--- config.mk ---
export PLATFORM = sky130hd
export DESIGN_NAME = conv_layer_sequencer
export DESIGN_NICKNAME = d
export VERILOG_FILES = /design/src/rtl/conv_layer_sequencer.sv
export SDC_FILE = /design/constraint.sdc
export NUM_CORES = 1
export LEC_CHECK = 0
export BUFFER_PORTS_ARGS = -buffer_cell sky130_fd_sc_hd__buf_4
export CELL_PAD_IN_SITES_DETAIL_PLACEMENT = 0
export CELL_PAD_IN_SITES_GLOBAL_PLACEMENT = 1
export CORE_UTILIZATION = 33
export DETAILED_ROUTE_END_ITERATION = 12
export PLACE_DENSITY_LB_ADDON = 0.15
export SYNTH_ARGS = -nofsm -noshare
export SYNTH_HDL_FRONTEND = slang
export SYNTH_SLANG_ARGS = --single-unit
--- constraint.sdc ---
create_clock -name clk -period 2.8 [get_ports clk]
set_input_delay 0.28 -clock clk [delete_from_list [all_inputs] [get_ports clk]]
set_output_delay 0.28 -clock clk [all_outputs]
set_load 0.05 [all_outputs]
--- src/rtl/conv_layer_sequencer.sv ---
// conv_layer_sequencer
//   Layer-level controller for one convolution layer. The output channels are
//   processed in groups of OCH_GROUP. For each group the sequencer starts the
//   weight loader, waits for it, then starts the IFM module and waits for it.
//   The layer configuration is latched on acceptance and held until the next
//   accepted configuration.
//
//   Optional build macro: WGT_PREFETCH_EN
//     When defined, weights are double-buffered. The next group's weights are
//     requested while the current group computes. The extra output
//     wgt_buf_sel tells the IFM module which weight buffer to read.
//
// Ports
//   clk, rst               clock, synchronous active-high reset
//   cfg_vld / cfg_rdy      layer config handshake (cfg_rdy only in IDLE)
//   cfg_ifm_w, cfg_ich,    layer config fields
//   cfg_och, cfg_stride,
//   cfg_is_conv3x3
//   ifm_w, ich, stride,    latched layer config to the IFM module
//   is_conv3x3
//   wgt_start, wgt_grp     weight-load request pulse and its group index
//   wgt_done               weight load complete pulse
//   ifm_start, ifm_done    IFM module start / done pulses
//   grp_idx                group currently computing
//   wgt_buf_sel            weight buffer read by the IFM group (WGT_PREFETCH_EN only)
//   busy                   high outside IDLE
//   layer_done             pulse after the last group
//   cfg_err                pulse when a config is rejected
//
// States
//   IDLE     | waiting for cfg_vld; cfg_rdy high
//   CHECK    | validate latched config, compute group count
//   LOAD_WGT | wgt_start pulse visible for current group
//   WAIT_WGT | waiting for wgt_done
//   RUN_IFM  | issue ifm_start for current group
//   WAIT_IFM | waiting for ifm_done; advance group or finish
//   DONE     | issue layer_done
module conv_layer_sequencer #(
  parameter int OCH_GROUP  = 16,
  parameter int MAX_GROUPS = 16,
  parameter int GRP_W      = 4
) (
  input  logic             clk,
  input  logic             rst,
  input  logic             cfg_vld,
  output logic             cfg_rdy,
  input  logic [8:0]       cfg_ifm_w,
  input  logic [8:0]       cfg_ich,
  input  logic [8:0]       cfg_och,
  input  logic [1:0]       cfg_stride,
  input  logic             cfg_is_conv3x3,
  output logic [8:0]       ifm_w,
  output logic [8:0]       ich,
  output logic [1:0]       stride,
  output logic             is_conv3x3,
  output logic             wgt_start,
  output logic [GRP_W-1:0] wgt_grp,
  input  logic             wgt_done,
  output logic             ifm_start,
  input  logic             ifm_done,
  output logic [GRP_W-1:0] grp_idx,
  output logic             busy,
  output logic             layer_done,
`ifdef WGT_PREFETCH_EN
  output logic             wgt_buf_sel,
`endif
  output logic             cfg_err
);

  localparam int OCH_SH = $clog2(OCH_GROUP);

  typedef enum logic [2:0] {
    S_IDLE,
    S_CHECK,
    S_LOAD_WGT,
    S_WAIT_WGT,
    S_RUN_IFM,
    S_WAIT_IFM,
    S_DONE
  } state_t;

  state_t           state;
  logic [8:0]       och;
  logic [GRP_W-1:0] grp;
  logic [9:0]       och_rnd;
  logic [5:0]       num_grp;
  logic             cfg_bad;
  logic             last_grp;
`ifdef WGT_PREFETCH_EN
  logic             pf_done;
`endif

  // Group count rounds up; 10-bit intermediate keeps och=511 from wrapping.
  assign och_rnd  = {1'b0, och} + 10'(OCH_GROUP - 1);
  assign num_grp  = 6'(och_rnd >> OCH_SH);
  assign cfg_bad  = (och == 9'd0) || (ich == 9'd0) || (ifm_w == 9'd0) ||
                    (stride == 2'd0) || (stride == 2'd3) ||
                    (num_grp > 6'(MAX_GROUPS));
  assign last_grp = (6'(grp) == (num_grp - 6'd1));

  always_ff @(posedge clk) begin
    if (rst) begin
      state      <= S_IDLE;
      och        <= '0;
      ifm_w      <= '0;
      ich        <= '0;
      stride     <= '0;
      is_conv3x3 <= 1'b0;
      grp        <= '0;
      grp_idx    <= '0;
      wgt_grp    <= '0;
      wgt_start  <= 1'b0;
      ifm_start  <= 1'b0;
      layer_done <= 1'b0;
      cfg_err    <= 1'b0;
      busy       <= 1'b0;
      cfg_rdy    <= 1'b1;
`ifdef WGT_PREFETCH_EN
      pf_done     <= 1'b0;
      wgt_buf_sel <= 1'b0;
`endif
    end else begin
      wgt_start  <= 1'b0;
      ifm_start  <= 1'b0;
      layer_done <= 1'b0;
      cfg_err    <= 1'b0;

      case (state)
        S_IDLE: begin
          if (cfg_vld) begin
            ifm_w      <= cfg_ifm_w;
            ich        <= cfg_ich;
            och        <= cfg_och;
            stride     <= cfg_stride;
            is_conv3x3 <= cfg_is_conv3x3;
            cfg_rdy    <= 1'b0;
            busy       <= 1'b1;
            state      <= S_CHECK;
          end
        end

        S_CHECK: begin
          if (cfg_bad) begin
            cfg_err <= 1'b1;
            cfg_rdy <= 1'b1;
            busy    <= 1'b0;
            state   <= S_IDLE;
          end else begin
            // wgt_start is raised on entry so it is visible during LOAD_WGT.
            grp       <= '0;
            wgt_grp   <= '0;
            wgt_start <= 1'b1;
`ifdef WGT_PREFETCH_EN
            pf_done   <= 1'b0;
`endif
            state     <= S_LOAD_WGT;
          end
        end

        S_LOAD_WGT: state <= S_WAIT_WGT;

        S_WAIT_WGT: begin
          if (wgt_done) state <= S_RUN_IFM;
        end

        S_RUN_IFM: begin
          ifm_start <= 1'b1;
          grp_idx   <= grp;
`ifdef WGT_PREFETCH_EN
          // Buffer parity follows the group index: group 0 reads buffer 0.
          wgt_buf_sel <= grp[0];
          pf_done     <= 1'b0;
          if (!last_grp) begin
            wgt_start <= 1'b1;
            wgt_grp   <= grp + 1'b1;
          end
`endif
          state <= S_WAIT_IFM;
        end

        S_WAIT_IFM: begin
`ifdef WGT_PREFETCH_EN
          if (wgt_done) pf_done <= 1'b1;
`endif
          if (ifm_done) begin
            if (last_grp) begin
              state <= S_DONE;
            end else begin
              grp <= grp + 1'b1;
`ifdef WGT_PREFETCH_EN
              // Prefetched weights already loaded: skip straight to compute.
              pf_done <= 1'b0;
              if (pf_done || wgt_done) state <= S_RUN_IFM;
              else                     state <= S_WAIT_WGT;
`else
              wgt_grp   <= grp + 1'b1;
              wgt_start <= 1'b1;
              state     <= S_LOAD_WGT;
`endif
            end
          end
        end

        S_DONE: begin
          layer_done <= 1'b1;
          busy       <= 1'b0;
          cfg_rdy    <= 1'b1;
          state      <= S_IDLE;
        end

        default: begin
          busy    <= 1'b0;
          cfg_rdy <= 1'b1;
          state   <= S_IDLE;
        end
      endcase
    end
  end

endmodule

==> results of run 1 <==
-- through the flow --
step / hold WS [ns] / setup WS, ns / instance area, µm²
CTS: 0.203 / 0.0100 / 2890
detailed placement: 0.461 / 0.0400 / 2770
global route: 0.203 / -0.0528 / 2970
floorplan: 0.416 / 0.0282 / 2200
finish: 0.213 / 0.0874 / 2970
global placement: 0.451 / 0.0782 / 2770
-- flip-flops by register name, indices dropped and copies added (netlist names) --
signal / cells
state: 3
cfg_rdy: 1
stride: 2
ifm_start: 1
ifm_w: 9
wgt_start: 1
is_conv3x3: 1
cfg_err: 1
layer_done: 1
och: 9
busy: 1
ich: 9
grp_idx: 4
grp: 4
-- kinds of logic (layout without fill, tap and decap cells) --
family | count (synthesis) | after routing | share of synthesized area (%)
buffers and inverters | 22 | 93 | 5.84
AO/OA/AOI/OAI | 60 | 60 | 16.4
multiplexers | 5 | 5 | 2.29
adder cells (fa/ha/maj) | 2 | 2 | 1.14
XOR/XNOR | 7 | 7 | 3.43
flip-flops | 47 | 47 | 43.0
AND/OR/NAND/NOR | 123 | 123 | 27.8
-- routing by layer --
| metal | vias up | track usage [%] | share of wire (%) |
|---|---|---|---|
| met5 | - | 0 | 0 |
| met3 | 8 | 4.17 | 5.1 |
| li1 | 1071 | - | - |
| met2 | 54 | 28.5 | 49 |
| met4 | 0 | 5.64 | 1.6 |
| met1 | 982 | 21.5 | 44 |
-- area by class of cell --
| class | count | area (µm²) |
|---|---|---|
| fill | 662 | 3420 |
| clock buffer | 6 | 82.6 |
| multi-input combinational | 197 | 1190 |
| inverter | 5 | 18.8 |
| timing repair buffer | 80 | 601 |
| tap | 77 | 96.3 |
| sequential | 47 | 946 |
| clock inverter | 2 | 35.0 |
-- placed cells by master, fill, tap and decap left out, drive strengths merged, types with 3 or more instances in the layout --
cell and instances:
o21ai 5, mux2i 5, clkbuf 6, nand4 3, nor3 6, dfxtp 47
nand3 5, buf 80, or4 3, nor2 15, nor4b 4, xnor2 4
nand2 69, a21oi 37, nor4 5, nor2b 3, or3 3, inv 5
-- report_power, final --
group / leakage, nW / switching, W / internal [W]
combinational: 0.795 / 0.000267 / 0.000187
clock: 0.0612 / 0.000238 / 0.000289
sequential: 0.385 / 0.0000468 / 0.000706
total: 1.24 / 0.000552 / 0.00118
-- worst max-delay path, stage by stage, from the launching register on --
cell	delay, ns
dfxtp_4	0.37
nor4_4	0.35
xnor2_2	0.16
inv_1	0.06
ha_2	0.19
or4_4	0.52
nand3_2	0.09
nor4b_4	0.26
nand3_2	0.12
buf_4	0.17
a31oi_2	0.20
a22o_2	0.16
-- repair_timing --
item	CTS	global route
resized for setup	0	12
endpoints found under the setup margin	0	6
buffers inserted	0	3
-- worst min path at each step --
stage / cells after the start / slack (ns) / end
floorplan: 2 / 0.42 / och[5]
finish: 3 / 0.21 / ich[8]
global placement: 2 / 0.45 / is_conv3x3
CTS: 3 / 0.20 / ich[4]
detailed placement: 2 / 0.46 / ich[4]
global route: 3 / 0.20 / ifm_w[8]
==> results.py, run 1 <==
metrics = {
    "cts": {
        "cts_tree": "built",
        "clk_pin_slew_ns": 0.09,
        "cts_max_path_buffers": 2,
        "cts_max_level": 2,
        "root_buffer": "clkbuf_8",
        "clkLatencyLatePin_ns": 0.30,
        "cts_hold_buf": 0,
        "numClockSinks": 47,
        "numCtsBuffers": 5,
    },
    "floorplan": {
        "core-area_um2": 6390,
        "die_x_um": 83.4,
        "dieArea_um2": 6950,
        "die_h_um": 83.4,
        "initial_core_util_pct": 34.2,
        "io_pins": 70,
        "fp-row-count": 29,
    },
    "global_route": {
        "antenna_found_initial": 0,
        "overflow": 0,
        "grt_start_max_net_pins": 47,
        "grt_usage_pct": 17.1,
        "grt_pass1_wl_um": 9640,
        "grt_pass1_vias": 2031,
    },
    "final_layout": {
        "final_util_pct": 46.5,
        "synthToLayoutAreaGrowth_pct": 35.9,
        "stdcell_count": 414,
        "final_nets": 373,
        "antennaDiodeCount": 0,
        "drive_gt1_share_pct": 32.9,
    },
    "place": {
        "numPlacedInstances": 403,
        "place_congestion": 0.783,
        "io_buffers": 69,
        "dpl.hpwl_um": 3930,
    },
    "timing": {
        "slew_headroom_pct": 63.1,
        "tightest_slew_ns": 0.548,
        "finalCriticalPeriod_ns": 2.71,
        "period_share_pct": 96.9,
        "hold_viol": 0,
        "finalSetupTns_ns": 0,
        "fmax_mhz": 369,
        "rsz0062_at_grt": "true",
        "finClkSkew_ns": 0.00522,
        "finalSetupViolCount": 0,
        "slew_violations": 0,
    },
    "synthesis": {
        "ys_async_sr_fraction_pct": 0,
        "ys_seq_elements": 47,
        "avgSynthCellArea_um2": 8.22,
        "syn_nets": 303,
        "yosysTopAreaCellShare_pct": 43.0,
        "ys_seq_area_share_pct": 43.0,
        "yosysUniqueCellTypes": 50,
        "syn_inst": 266,
        "synth_area_leaders": "dfxtp_1 (43%), nand2_1 (12%), a21oi_1 (8.5%)",
        "netlist_top_cells_count": "nand2_1 (69), dfxtp_1 (47), a21oi_1 (37), nor2_1 (15), clkbuf_1 (12)",
        "synth_edf_count": 0,
        "yosysTopAreaCell": "dfxtp_1",
        "yosys_warnings": 0,
        "synth_most_common_cell": "nand2_1",
        "synth_area_um2": 2190,
        "dominantRegCellSynth": "dfxtp_1",
    },
    "critical_path": {
        "crit_end": "grp[0]",
        "worstSetupPathType": "flop to flop",
        "r2r-end": "grp[0]",
        "r2r_start": "och[3]",
        "cp.arrival_ns": 2.97,
        "start_kind": "flop",
        "cp-end-kind": "flop",
        "worstPathMaxFanout": 4,
        "startpoint": "och[3]",
        "r2r_slack_ns": 0.09,
        "critPathRequiredTime_ns": 3.05,
        "worst-r2r-cell-count": 11,
    },
    "min_path": {
        "hold_start": "cfg_ich[8]",
        "hold_class": "primary input to flop",
    },
    "power": {
        "p_leak_nw": 1.24,
        "power.density_nw_per_um2": 584,
        "peakVddDrop_mv": 0.220,
        "power_w": 0.00173,
    },
    "detailed_routing": {
        "drt_iter0_drc": 122,
        "drt-wirelength-per-cell_um": 13.9,
        "vias": 2115,
        "via_per_inst": 5.11,
        "drc": 0,
        "ant_nets": 0,
        "first_pass_iters": 4,
        "wirelength_um": 5770,
    },
    "run_status": {
        "status": "completed",
    },
    "run": {
        "cap_violations": 0,
    },
}
Note: power is estimated with default switching activity, not from simulation.
==> run 2, diff against run 1 <==
--- a/config.mk
+++ b/config.mk
@@ -8,8 +8,9 @@
 export BUFFER_PORTS_ARGS = -buffer_cell sky130_fd_sc_hd__buf_4
 export CELL_PAD_IN_SITES_DETAIL_PLACEMENT = 0
 export CELL_PAD_IN_SITES_GLOBAL_PLACEMENT = 1
-export CORE_UTILIZATION = 33
+export CORE_UTILIZATION = 39
 export DETAILED_ROUTE_END_ITERATION = 12
+export GPL_ROUTABILITY_DRIVEN = 0
 export PLACE_DENSITY_LB_ADDON = 0.15
 export SYNTH_ARGS = -nofsm -noshare
 export SYNTH_HDL_FRONTEND = slang
==> constraint.sdc (replaced) <==
create_clock -name clk -period 3.5 [get_ports clk]
set_input_delay 0.35 -clock clk [delete_from_list [all_inputs] [get_ports clk]]
set_output_delay 0.35 -clock clk [all_outputs]
set_load 0.05 [all_outputs]
==> results.py, run 2 (synthesis gave the netlist of run 1 again) <==
metrics = {
    "floorplan": {
        "die_h_um": 76.9,
        "core-area_um2": 5240,
        "io_pins": 70,
        "initial_core_util_pct": 41.7,
        "dieArea_um2": 5910,
        "fp-row-count": 26,
        "die_x_um": 76.9,
    },
    "critical_path": {
        "cp-end-kind": "flop",
        "worstPathMaxFanout": 5,
        "path_buf_inv": 0,
        "cpPeakStageDelay_ns": 0.68,
        "r2r_slack_ns": 0.33,
        "worstSetupPathType": "flop to flop",
        "critPathRequiredTime_ns": 3.70,
        "worst-r2r-cell-count": 9,
        "r2r-end": "grp[2]",
        "cpMaxStageDelayCell": "o41ai_1",
        "r2r_start": "och[0]",
        "cp.arrival_ns": 3.37,
        "start_kind": "flop",
        "cp_cell_sequence": "o41ai_1 > xor2_1 > ha_1 > or4_1 > nand3_1 > nor4b_4 > nand3_2 > and4b_1 > a311o_1",
        "crit_family": "simple AND/OR/NAND/NOR gates",
    },
    "detailed_routing": {
        "first_pass_iters": 4,
        "drt_iter0_drc": 124,
        "drc": 0,
        "vias": 2003,
        "drt-wirelength-per-cell_um": 13.1,
        "via_per_inst": 5.03,
        "wirelength_um": 5210,
        "ant_nets": 0,
    },
    "run": {
        "cap_violations": 0,
    },
    "final_layout": {
        "final_nets": 364,
        "final_common_cell": "buf_4",
        "antennaDiodeCount": 0,
        "synthToLayoutAreaGrowth_pct": 27.6,
        "layout_common_cells": "buf_4 (71), nand2_1 (69), dfxtp_1 (47)",
        "drive_gt1_share_pct": 27.4,
        "reg.largest.list": "ich x9, ifm_w x9, och x9",
    },
    "timing": {
        "finalSetupTns_ns": 0,
        "hold_viol": 0,
        "rsz0062_at_grt": "false",
        "slew_violations": 0,
        "finClkSkew_ns": 0.00757,
        "slew_headroom_pct": 51.9,
        "tightest_slew_ns": 0.715,
        "fin_hold_ws_ns": 0.288,
        "period_share_pct": 90.5,
        "fmax_mhz": 316,
        "finalCriticalPeriod_ns": 3.17,
        "finalSetupViolCount": 0,
    },
    "min_path": {
        "hold_start": "cfg_ifm_w[2]",
        "worstHoldEndpoint": "ifm_w[2]",
        "holdPathStages": 3,
        "hold_class": "primary input to flop",
    },
    "cts": {
        "cts-resized-gates": 0,
        "clkLatencyLatePin_ns": 0.30,
        "cts_max_level": 2,
        "clk_pin_slew_ns": 0.09,
        "cts_hold_buf": 0,
        "numClockSinks": 47,
        "cts_tree": "built",
        "cts_max_path_buffers": 2,
        "root_buffer": "clkbuf_8",
        "numCtsBuffers": 5,
        "postCtsSetupRepairBufs": 0,
    },
    "global_route": {
        "overflow": 0,
        "antenna_found_initial": 0,
        "grt_pass1_vias": 1831,
        "grt_usage_pct": 19.1,
        "grt_pass1_wl_um": 8890,
        "grt_start_max_net_pins": 47,
    },
    "place": {
        "io_buffers": 69,
        "dpl.hpwl_um": 3600,
    },
    "power": {
        "peakVddDrop_mv": 0.241,
        "p_leak_nw": 1.15,
        "power.density_nw_per_um2": 448,
    },
    "run_status": {
        "status": "completed",
    },
}
## run 2: changes by cell type in the layout (fill, tap and decap cells not counted), sizes merged
cell      previous run  this run
buf                 80        71
bufinv               1         0
clkinvlp             0         1
## run 2: where the power goes
part	internal (W)	leakage, nW	switching (W)
Clock	0.000140	0.0412	0.000182
Sequential	0.000565	0.384	0.0000341
Combinational	0.000128	0.722	0.000200
## run 2: layout make-up
cell class	count	area [µm²]
clock buffer	6	72.6
clock inverter	2	12.5
fill	512	2450
inverter	5	18.8
multi-input combinational	197	1120
sequential	47	941
tap	70	87.6
timing repair buffer	71	533
## run 2: tightest hold or removal path: stages
cell	delay [ns]
buf_4	0.11
nand2_1	0.04
a21oi_1	0.05
## run 2: worst max-delay path by stage
stage,from,to,slack (ns),cells after the start
final,och[0],grp[2],0.33,9
after global routing,och[0],grp[2],0.12,10
after CTS,och[0],grp[2],0.35,9
after detailed placement,och[0],grp[2],0.38,9
after global placement,och[0],grp[2],0.49,9
after floorplan,och[0],grp[2],0.66,9
## run 2: routing by layer
| layer | routed length (µm) | vias up | track usage (%) | share of wire [%] |
|---|---|---|---|---|
| met5 | 0 | - | 0 | 0 |
| met4 | 49 | 0 | 7.12 | 0.94 |
| met3 | 382 | 4 | 7.02 | 7.3 |
| met2 | 2340 | 52 | 29.2 | 45 |
| met1 | 2440 | 898 | 24.3 | 47 |
| li1 | - | 1049 | - | - |
## run 2: stage by stage
step	setup WS [ns]	util, %	area (µm²)	total power [W]	instances
2_1_floorplan	0.657	-	2190	0.000845	266
3_3_place_gp	0.493	51.6	2700	0.000940	390
3_5_place_dp	0.379	51.6	2700	0.000942	390
4_1_cts	0.351	53.2	2790	0.00127	398
5_1_grt	0.116	53.2	2790	0.00134	398
6_report	0.331	53.2	2790	0.00125	398
